--- config.mk ---
export PLATFORM = sky130hd
export DESIGN_NAME = cfg_tx_flat
export DESIGN_NICKNAME = d
export VERILOG_FILES = /design/src/rtl/cfg_tx_if.sv /design/src/rtl/cfg_tx.sv /design/src/flat_wrapper.sv
export SDC_FILE = /design/constraint.sdc
export NUM_CORES = 1
export LEC_CHECK = 0
export CAP_MARGIN = 20
export CORE_MARGIN = 2
export CORE_UTILIZATION = 56
export CTS_CLUSTER_SIZE = 40
export DETAILED_ROUTE_END_ITERATION = 7
export GPL_ROUTABILITY_DRIVEN = 0
export PLACE_DENSITY = 0.87
export SYNTH_ARGS = -nofsm -noshare
export SYNTH_HDL_FRONTEND = slang
export SYNTH_SLANG_ARGS = --single-unit
--- constraint.sdc ---
create_clock -name clk -period 5.6 [get_ports clk]
set_input_delay 1.12 -clock clk [delete_from_list [all_inputs] [get_ports clk]]
set_output_delay 1.12 -clock clk [all_outputs]
set_load 0.01 [all_outputs]
--- src/rtl/cfg_tx_if.sv ---
// ---------------------------------------------------------------------------
// cfg_tx_if
// Host beat bus into the config transmitter. The host drives the beat and the
// transmitter answers with a ready. A beat transfers on a clock edge where
// host_val and host_rdy are both high.
//
//   host_val   host -> tx   beat valid
//   host_dat   host -> tx   beat data (HOST_W bits, little-endian beat order)
//   host_last  host -> tx   final beat of a word
//   host_rdy   tx -> host   beat accepted when host_val & host_rdy
//
// Modports: master (host side), slave (transmitter side).
// ---------------------------------------------------------------------------
interface cfg_tx_if #(
    parameter int HOST_W = 16
) ();
    logic              host_val;
    logic [HOST_W-1:0] host_dat;
    logic              host_last;
    logic              host_rdy;

    modport master (
        output host_val,
        output host_dat,
        output host_last,
        input  host_rdy
    );

    modport slave (
        input  host_val,
        input  host_dat,
        input  host_last,
        output host_rdy
    );
endinterface

--- src/rtl/cfg_tx.sv ---
// ---------------------------------------------------------------------------
// cfg_tx
// Transmit side of the per-layer config port. HOST_W-bit host beats are
// assembled into one DATA_W-bit layer schedule word, which is pushed into the
// config FIFO as a one-cycle IFCFG_Val strobe with the word on IFCFG. The FIFO
// has no ready, so the block keeps a credit count equal to the free FIFO
// entries; every Rst_Layer (FIFO pop) returns one credit, and a push is never
// issued without a credit.
//
// Ports:
//   clk        in   1         clock
//   rst_n      in   1         synchronous active-low reset
//   host       slave          host beat bus (cfg_tx_if: val/dat/last/rdy)
//   Rst_Layer  in   1         layer start / FIFO pop strobe, returns one credit
//   IFCFG_Val  out  1         one-cycle push strobe to the config FIFO
//   IFCFG      out  DATA_W    config word; holds the last pushed word otherwise
//   crd        out  CRD_W+1   free FIFO entries, 0..2**CRD_W
//   busy       out  1         a word is assembled and waiting to be pushed
//   err_frm    out  1         sticky framing error, cleared only by reset
//
// Build option:
//   CFG_TX_ZERO_CHK_EN  when defined, an assembled all-zero word is dropped
//                       and flagged on err_frm instead of being pushed.
// ---------------------------------------------------------------------------
module cfg_tx #(
    parameter int DATA_W = 64,
    parameter int HOST_W = 16,
    parameter int CRD_W  = 3
) (
    input  logic              clk,
    input  logic              rst_n,
    cfg_tx_if.slave           host,
    input  logic              Rst_Layer,
    output logic              IFCFG_Val,
    output logic [DATA_W-1:0] IFCFG,
    output logic [CRD_W:0]    crd,
    output logic              busy,
    output logic              err_frm
);

    localparam int NBEAT = (DATA_W + HOST_W - 1) / HOST_W;
    localparam int CNT_W = (NBEAT > 1) ? $clog2(NBEAT) : 1;
    localparam int WPAD  = NBEAT * HOST_W;
    localparam int DEPTH = 1 << CRD_W;

    localparam logic [CRD_W:0]   DEPTH_V  = (CRD_W + 1)'(DEPTH);
    localparam logic [CNT_W-1:0] LAST_CNT = CNT_W'(NBEAT - 1);

    typedef enum logic [1:0] {
        COLLECT  = 2'd0,
        SEND     = 2'd1,
        WAIT_CRD = 2'd2
    } state_e;

    state_e            state_q, state_d;
    logic [CNT_W-1:0]  cnt_q, cnt_d;
    logic [WPAD-1:0]   word_q, word_d, word_ins;
    logic [CRD_W:0]    crd_q, crd_d, crd_ap;
    logic              err_q, err_d;
    logic [DATA_W-1:0] ifcfg_q, ifcfg_d;
    logic              push;
    logic              accept;
    logic              crd_ret;

    // Ready is forced low while reset is asserted so no beat slips in.
    assign host.host_rdy = rst_n && (state_q == COLLECT);
    assign accept        = host.host_rdy && host.host_val;

    // A push needs a free FIFO entry; it is issued straight from SEND.
    assign push = (state_q == SEND) && (crd_q != '0);

    // Credit update: take the push first, then a pop can only return a
    // credit if the FIFO actually holds something after that push.
    assign crd_ap  = crd_q - {{CRD_W{1'b0}}, push};
    assign crd_ret = Rst_Layer && (crd_ap < DEPTH_V);
    assign crd_d   = crd_ap + {{CRD_W{1'b0}}, crd_ret};

    // Current beat written into its slot; bits beyond DATA_W in the last
    // beat land in padding that is never driven out.
    always_comb begin
        word_ins = word_q;
        for (int k = 0; k < NBEAT; k++) begin
            if (cnt_q == CNT_W'(k)) begin
                word_ins[k*HOST_W +: HOST_W] = host.host_dat;
            end
        end
    end

    always_comb begin
        state_d = state_q;
        cnt_d   = cnt_q;
        word_d  = word_q;
        err_d   = err_q;
        ifcfg_d = ifcfg_q;

        unique case (state_q)
            COLLECT: begin
                if (accept) begin
                    word_d = word_ins;
                    if (host.host_last && (cnt_q == LAST_CNT)) begin
                        cnt_d = '0;
`ifdef CFG_TX_ZERO_CHK_EN
                        if (word_ins[DATA_W-1:0] == '0) begin
                            err_d = 1'b1;
                        end else begin
                            state_d = SEND;
                        end
`else
                        state_d = SEND;
`endif
                    end else if (host.host_last || (cnt_q == LAST_CNT)) begin
                        // Early last or missing last: drop the partial word.
                        err_d = 1'b1;
                        cnt_d = '0;
                    end else begin
                        cnt_d = cnt_q + 1'b1;
                    end
                end
            end
            SEND: begin
                if (push) begin
                    ifcfg_d = word_q[DATA_W-1:0];
                    state_d = COLLECT;
                end else begin
                    state_d = WAIT_CRD;
                end
            end
            WAIT_CRD: begin
                // A credit returned this cycle lets the push go out next cycle.
                if (crd_d != '0) begin
                    state_d = SEND;
                end
            end
            default: begin
                state_d = COLLECT;
            end
        endcase
    end

    always_ff @(posedge clk) begin
        if (!rst_n) begin
            state_q <= COLLECT;
            cnt_q   <= '0;
            crd_q   <= DEPTH_V;
            err_q   <= 1'b0;
            ifcfg_q <= '0;
        end else begin
            state_q <= state_d;
            cnt_q   <= cnt_d;
            crd_q   <= crd_d;
            err_q   <= err_d;
            ifcfg_q <= ifcfg_d;
        end
    end

    // Assembly register needs no reset: the beat counter restarts at slot 0.
    always_ff @(posedge clk) begin
        word_q <= word_d;
    end

    assign IFCFG_Val = push;
    assign IFCFG     = push ? word_q[DATA_W-1:0] : ifcfg_q;
    assign crd       = crd_q;
    assign busy      = (state_q != COLLECT);
    assign err_frm   = err_q;

endmodule

--- src/flat_wrapper.sv ---
// flat-port wrapper written by rule: the top's interface ports become plain ports
module cfg_tx_flat 
#(
    parameter int DATA_W = 64,
    parameter int HOST_W = 16,
    parameter int CRD_W  = 3
)
  (clk, rst_n, Rst_Layer, IFCFG_Val, IFCFG, crd, busy, err_frm, host_host_val, host_host_dat, host_host_last, host_host_rdy);
  cfg_tx_if #(.HOST_W(HOST_W)) host_i ();
  input  logic clk;
  input  logic rst_n;
  input  logic Rst_Layer;
  output logic IFCFG_Val;
  output logic [DATA_W-1:0] IFCFG;
  output logic [CRD_W:0] crd;
  output logic busy;
  output logic err_frm;
  input wire logic [$bits(host_i.host_val)-1:0] host_host_val;
  input wire logic [$bits(host_i.host_dat)-1:0] host_host_dat;
  input wire logic [$bits(host_i.host_last)-1:0] host_host_last;
  output wire logic [$bits(host_i.host_rdy)-1:0] host_host_rdy;
  assign host_i.host_val = host_host_val;
  assign host_i.host_dat = host_host_dat;
  assign host_i.host_last = host_host_last;
  assign host_host_rdy = host_i.host_rdy;
  cfg_tx #(.DATA_W(DATA_W), .HOST_W(HOST_W), .CRD_W(CRD_W)) u_core (.clk(clk), .rst_n(rst_n), .host(host_i), .Rst_Layer(Rst_Layer), .IFCFG_Val(IFCFG_Val), .IFCFG(IFCFG), .crd(crd), .busy(busy), .err_frm(err_frm));
endmodule
# Word level (Yosys, flattened, before mapping)
# Cells that the tools add are included.
# word_totals
ff_bits,137
output_inout_bits,72
input_bits,21
# classes
n_addsub,3
n_mux,8
n_reduce_logical,18
n_eq_ne,8
bitwise,1
magnitude_cmp,1
# ops
op,count
$mux 64,1
$reduce_and 3->1,5
$mux 2,6
$reduce_bool 4->1,2
$eq 2x2->1 const B,3
$pmux 2 s3,1
$logic_and 1x1->1,5
$add 4x1->4,1
$eq 2x1->1 const B,2
$logic_not 2->1,2
$lt 4x4->1 const B,1
$ne 2x1->1 const B,2
$reduce_and 4->1,1
$sub 4x1->4,1
$add 2x1->2 const B,1
$ne 2x2->1 const B,1
$reduce_and 2->1,1
$reduce_bool 2->1,1
$logic_or 1x1->1,1
$not 1->1,1

# Logic depth before layout (Yosys ltp)
# Gate-level depths: netlist of run 1.
# logic_depth
ltp_word,9
depth_mapped,14

# Worst setup path before layout of run 1
# OpenSTA, ideal clock, no wires.
# synth_path
path_type,register -> register
startpoint,reg u_core.crd_q[2] (netlist: u_core.crd[2])
endpoint,reg u_core.state_q[1]
slack_ns,2.632
period_less_slack_ns,2.968
path_stages_with_launch,15
path_buffers,2
setup_ns,0.058
t_arrival_ns,2.910
cell_sequence,dfxtp_1 nor4_2 nor3b_2 buf_6 buf_6 ha_1 nand2b_1 or3_1 and3_1 ha_1 ha_1 xnor2_1 xnor2_1 nor4_1 a31o_2
# synth_via
elab_chain_len,9
elab_cells_between_ends,11
cone_classes,2 x add/sub; 1 x order compare; 1 x eq/ne; 2 x mux; 5 x reduce/logical
# synth_rtl
item,line_no,text
"start, declared",cfg_tx.sv:58,"logic [CRD_W:0] crd_q, crd_d, crd_ap;"
"start signal, assigned",cfg_tx.sv:150,crd_q <= crd_d;
$reduce_bool 4->1 *,cfg_tx.sv:70,assign push = (state_q == SEND) && (crd_q != '0);
$logic_and 1x1->1 *,cfg_tx.sv:70,
net IFCFG_Val,flat_wrapper.sv:13,output logic IFCFG_Val;
$sub 4x1->4,cfg_tx.sv:74,"assign crd_ap = crd_q - {{CRD_W{1'b0}}, push};"
$lt 4x4->1,cfg_tx.sv:75,assign crd_ret = Rst_Layer && (crd_ap < DEPTH_V);
$logic_and 1x1->1,cfg_tx.sv:75,
$add 4x1->4,cfg_tx.sv:76,"assign crd_d = crd_ap + {{CRD_W{1'b0}}, crd_ret};"
$reduce_bool 4->1,cfg_tx.sv:130,if (crd_d != '0) begin
$ne 2x1->1 (no source line),-,
$reduce_and 3->1 (no source line),-,
"end signal, assigned",cfg_tx.sv:148,state_q <= state_d;
"end, declared",cfg_tx.sv:55,"state_e state_q, state_d;"
# The timed path passes the listed nets; every way through them passes the cells marked *.
# A chain may end at the register's enable or synchronous reset.

# Worst setup path in the final report of run 1
# layout_path
startpoint,reg u_core.crd_q[2] (netlist: u_core.crd[2])
endpoint,out IFCFG[52]
# layout_via
elab_chain_len,3
# layout_rtl
item,line_no,text
$reduce_bool 4->1,cfg_tx.sv:70,
$logic_and 1x1->1,cfg_tx.sv:70,
$mux 64,-,
"end, declared",flat_wrapper.sv:14,output logic [DATA_W-1:0] IFCFG;
# No other way between the ends.

==> qor.csv, run 1 <==
metric,value,unit
status,completed,
pwr/cell area,328,nW/um^2
Critical Path RT,4.48,ns
Max-Cap Viols,0,
number of synthesized flops with an enable pin,64,
Seq cells post-synth,137,
Via density,5.24,
Final nets,468,
worst setup path endpoint,IFCFG[52],
Die Wd,101,microns
Num CTS Buffers,17,
CTS clock-pin slew for the worst setup and hold paths,0.06,ns
DRT antenna net count,0,
crit start category,register,
worst vdd ir,219,uV
fin crit share,69.8,%
routed length per instance,18.5,microns
Initial DRT Pass Iterations,4,
Clock Path Buffers,2,
share of flip-flops with an asynchronous set or reset,0,%
vias in the first global route,2991,
Max Clock Freq,256,MHz
CP Launch Point,u_core.crd[2],
die footprint,10100,sq um
post-CTS sizing,0,
reg2reg setup slack,2.28,ns
Rows,35,
"worst slack, placed",1.95,ns
critical-path maximum fanout,41,
Synth Cell Area,5220,sq um
Mean Syn Cell Area,15.4,sq um
H-Tree Depth,4,
port buffer count,92,
top-count cell post-synth,dfxtp_1,
Layout area overhead,30.4,%
"Seq/Total Area, Yosys",64.8,%
Final min period,3.91,ns
final number of hold-violating endpoints,0,
"Setup violations, final",0,
Layout Skew,0.00593,ns
Initial Util,57.1,%
"Net Count, Synth",370,
initial antenna violation count,0,
Reg2Reg Capture Point,u_core.state_q[0],
reg2reg start,u_core.crd[2],
fillers,514,
crit path DAT,2.79,ns
synth top area cells,"edfxtp_1, dfxtp_1, mux2_4, and2_1, mux2_2",
predominant post-synthesis flop cell,dfxtp_1,
"Hold-fix buffers, CTS",0,
postcts setup bufs,0,
crit-path max cell delay,0.60,ns
hpwl dp,6.33,mm
slew margin rel.,40.4,%
# DRC,0,
global-route usage over all layers,21.8,%
insertion delay to the later sink of the worst-skew pair,0.52,ns
fraction of layout instances using a drive strength above 1,22.7,%
Inserted Diodes,0,
total wire length,10.4,mm
Gate Count Post-Synth,339,
pin slew with the least headroom to its limit,0.893,ns
unrepaired setup endpoints after global routing,no,
Synth Warn #,0,
largest net degree at the start of global routing,76,
Synth top area share,36.8,%
Setup WS post-layout,1.69,ns
Setup Crit Path Kind,register to primary output,
"top cells by count, synth","dfxtp_1, and2_1, edfxtp_1",
slowest CP cell,buf_4,
Critical Path End Type,primary output,
TritonCTS Sinks,137,
Setup TNS Final,0,ns
First DRT Iteration DRCs,130,
Die Y,101,microns
global-route wire length before repair,16.0,mm
clock root buffer,clkbuf_8,
grt ovf,0,
Top Ports,93,
post-synth cell types,29,
CTS tree,done,
r2r worst-path depth,13,
via count,2941,
CP cell instances,nor4_2 -> nor3b_4 -> buf_4 -> mux2_2 -> clkdlybuf4s50_1,
CORE AREA,9150,sq um
"area leader, netlist",edfxtp_1,
leakage,2.59,nW
Max Transition Viols Final,0,
worst hold path class,register to register,
## cell type report
cell class                 count  area (sq um)  area share (%)
clock inverter                13           176            2.59
multi-input combinational    177          1710            25.1
sequential                   137          3380            49.7
tap                          111           139            2.04
clock buffer                  19           432            6.34
timing repair buffer          95           938            13.8
inverter                       9          33.8           0.496
## flip-flops by register name, summed over array words and instances, names as in the netlist
signal	count
u_core.state_q	2
u_core.crd	4
u_core.word_q	64
u_core.cnt_q	2
u_core.ifcfg_q	64
u_core.err_frm	1
## worst min path at each step
stage	from	end	slack, ns	depth (start not counted)
after floorplan	u_core.cnt_q[1]	u_core.cnt_q[1]	0.47	2
after global placement	u_core.cnt_q[1]	u_core.cnt_q[1]	0.48	2
after detailed placement	u_core.err_frm	u_core.err_frm	0.49	2
after CTS	u_core.cnt_q[1]	u_core.cnt_q[1]	0.51	2
after global routing	u_core.err_frm	u_core.err_frm	0.54	2
final	u_core.err_frm	u_core.err_frm	0.51	2
## cell usage in the layout (no fill, tap or decap), types with 3 or more instances in the layout
cell	count
and2_1	71
buf_4	3
bufinv_16	4
clkbuf_16	16
clkdlybuf4s50_1	91
clkinv_2	5
clkinvlp_4	3
dfxtp_1	73
edfxtp_1	64
ha_1	10
inv_1	9
mux2_2	15
mux2_4	49
nand2b_1	3
o21ai_0	3
xnor2_1	4
## worst max-delay path, delay by kind of cell, from the launching register on
kind,cells,cell delay [ns]
buf+inv,2,1.10
flops,1,0.44
mux,1,0.42
simple gates,2,0.29
## through the flow
step / std cells / hold slack [ns] / total power [mW] / area [sq um] / utilization [%]
2_1_floorplan: 339 / 0.469 / 1.09 / 5220 / -
4_1_cts: 561 / 0.514 / 2.25 / 6810 / 74.4
5_1_grt: 561 / 0.539 / 2.30 / 6810 / 74.4
3_5_place_dp: 529 / 0.494 / 1.12 / 6200 / 67.7
3_3_place_gp: 529 / 0.482 / 1.12 / 6200 / 67.7
6_report: 561 / 0.513 / 2.23 / 6810 / 74.4
## cell families after synthesis
family	synth area share (%)
AND/OR/NAND/NOR	11.2
buffers and inverters	2.68
multiplexers	17.5
flip-flops	64.8
XOR/XNOR	0.671
adder cells (fa/ha/maj)	2.40
AO/OA/AOI/OAI	0.791
## report_power, final
group | switching (mW) | total (mW) | internal (mW)
registers | 0.00276 | 1.06 | 1.06
logic | 0.0251 | 0.0429 | 0.0178
clock network | 0.399 | 1.13 | 0.730
total | 0.426 | 2.23 | 1.81
## layer usage
| layer | global-route usage [%] | part of all wire, % | vias up | wire [microns] |
|---|---|---|---|---|
| met1 | 27.7 | 42 | 1444 | 4400 |
| met5 | 0 | 0 | - | 0 |
| met2 | 35.0 | 50 | 101 | 5210 |
| li1 | - | - | 1374 | - |
| met4 | 8.43 | 1.9 | 0 | 199 |
| met3 | 7.00 | 5.6 | 22 | 581 |
Power figures use the tool's default switching activity.
==> run 2, diff against run 1 <==
CORE_UTILIZATION = 47   (was 56)
PLACE_DENSITY = 0.78   (was 0.87)
clock period = 3.31 ns   (was 5.6 ns; I/O delays follow)
==> qor.csv, run 2 (synthesis results as in run 1) <==
metric,value,unit
CTS clock-pin slew for the worst setup and hold paths,0.06,ns
hpwl dp,6.42,mm
CORE AREA,10800,sq um
Die Wd,109,microns
Critical Path RT,2.65,ns
Final min period,3.21,ns
Max Clock Freq,311,MHz
Top Ports,93,
Max Transition Viols Final,0,
CTS tree,done,
unrepaired setup endpoints after global routing,yes,
pin slew with the least headroom to its limit,0.378,ns
Sequential cell area,3390,sq um
Multi-input gate area,1710,sq um
Initial Util,48.2,%
total wire length,10.1,mm
# DRC,0,
worst hold path class,primary input to register,
crit-path leading delay family,buffers and inverters,
H-Tree Depth,4,
clock root buffer,clkbuf_8,
Fin Hold WS,0.443,ns
largest net degree at the start of global routing,66,
Setup TNS Final,0,ns
Clock Path Buffers,2,
global-route wire length before repair,15.3,mm
pwr/cell area,526,nW/um^2
insertion delay to the later sink of the worst-skew pair,0.52,ns
CP cell instances,nor4_2 -> nor3b_4 -> clkbuf_16 -> mux2_2 -> clkdlybuf4s50_1,
DRT antenna net count,0,
initial antenna violation count,0,
final number of hold-violating endpoints,0,
die footprint,12000,sq um
vias in the first global route,2919,
fillers,788,
"Setup violations, final",0,
Layout Skew,0.0123,ns
Rows,38,
Critical Path End Type,primary output,
fraction of layout instances using a drive strength above 1,24.4,%
worst vdd ir,287,uV
Die Y,109,microns
critical-path maximum fanout,33,
First DRT Iteration DRCs,178,
most frequent cells in the layout,"clkdlybuf4s50_1, and2_1, dfxtp_1",
via count,2932,
crit start category,register,
Final nets,473,
Inserted Diodes,0,
leakage,2.61,nW
crit-path max cell delay,0.49,ns
Setup Crit Path Kind,register to primary output,
WP buf/inv,2,
global-route usage over all layers,17.4,%
slowest CP cell,clkdlybuf4s50_1,
routed length per instance,17.0,microns
postcts setup bufs,0,
status,completed,
fin crit share,97.0,%
crit path DAT,2.55,ns
Max-Cap Viols,0,
TritonCTS Sinks,137,
port buffer count,92,
Num CTS Buffers,17,
Initial DRT Pass Iterations,4,
Via density,4.93,
Layout area overhead,31.4,%
grt ovf,0,
slew margin rel.,74.8,%
"leading cell type in the layout, fill and taps excluded",clkdlybuf4s50_1,
==> run 2: power breakdown <==
part | internal (mW) | switching (mW) | total, mW
Clock | 1.04 | 0.702 | 1.74
Combinational | 0.0321 | 0.0425 | 0.0746
Sequential | 1.79 | 0.00480 | 1.79
Total | 2.86 | 0.749 | 3.61
==> run 2: metal layers <==
layer	vias up	GRT usage (%)	routed length [microns]
li1	1378	-	-
met1	1457	23.0	4720
met2	78	27.2	4810
met3	19	4.80	421
met4	0	7.32	180
met5	-	0	0
==> run 2: final cells by class <==
class                      instances  area share (%)
inverter                           9           0.492
clock inverter                    14            1.75
clock buffer                      18            6.40
sequential                       137            49.4
tap                              140            2.55
multi-input combinational        177            24.8
timing repair buffer             100            14.6
==> run 2: timing repair <==
action	4_1_cts	5_1_grt
gates cloned	0	1
endpoints found under the setup margin	23	18
resized for setup	3	4
hold buffers	0	0
==> run 2: path summary, 6_finish.rpt <==
| kind | start | endpoint | slack (ns) | cells past startpoint |
|---|---|---|---|---|
| max | u_core.crd[0] | IFCFG[51] | 0.1 | 5 |
| min reg2reg | u_core.cnt_q[1] | u_core.cnt_q[1] | 0.50 | 2 |
| min | rst_n | u_core.ifcfg_q[52] | 0.44 | 2 |
| max reg2reg | u_core.crd[0] | u_core.state_q[1] | 0.31 | 12 |
==> run 2: per-stage QoR <==
stage / std cells / area, sq um / total power, mW / setup slack, ns / utilization, %
global route: 595 / 6860 / 3.72 / 0.00571 / 63.3
CTS: 594 / 6840 / 3.64 / 0.0221 / 63.1
floorplan: 339 / 5220 / 1.85 / 0.342 / -
global placement: 562 / 6280 / 1.90 / 0.549 / 57.9
detailed placement: 562 / 6280 / 1.90 / 0.379 / 57.9
finish: 595 / 6860 / 3.61 / 0.0993 / 63.3
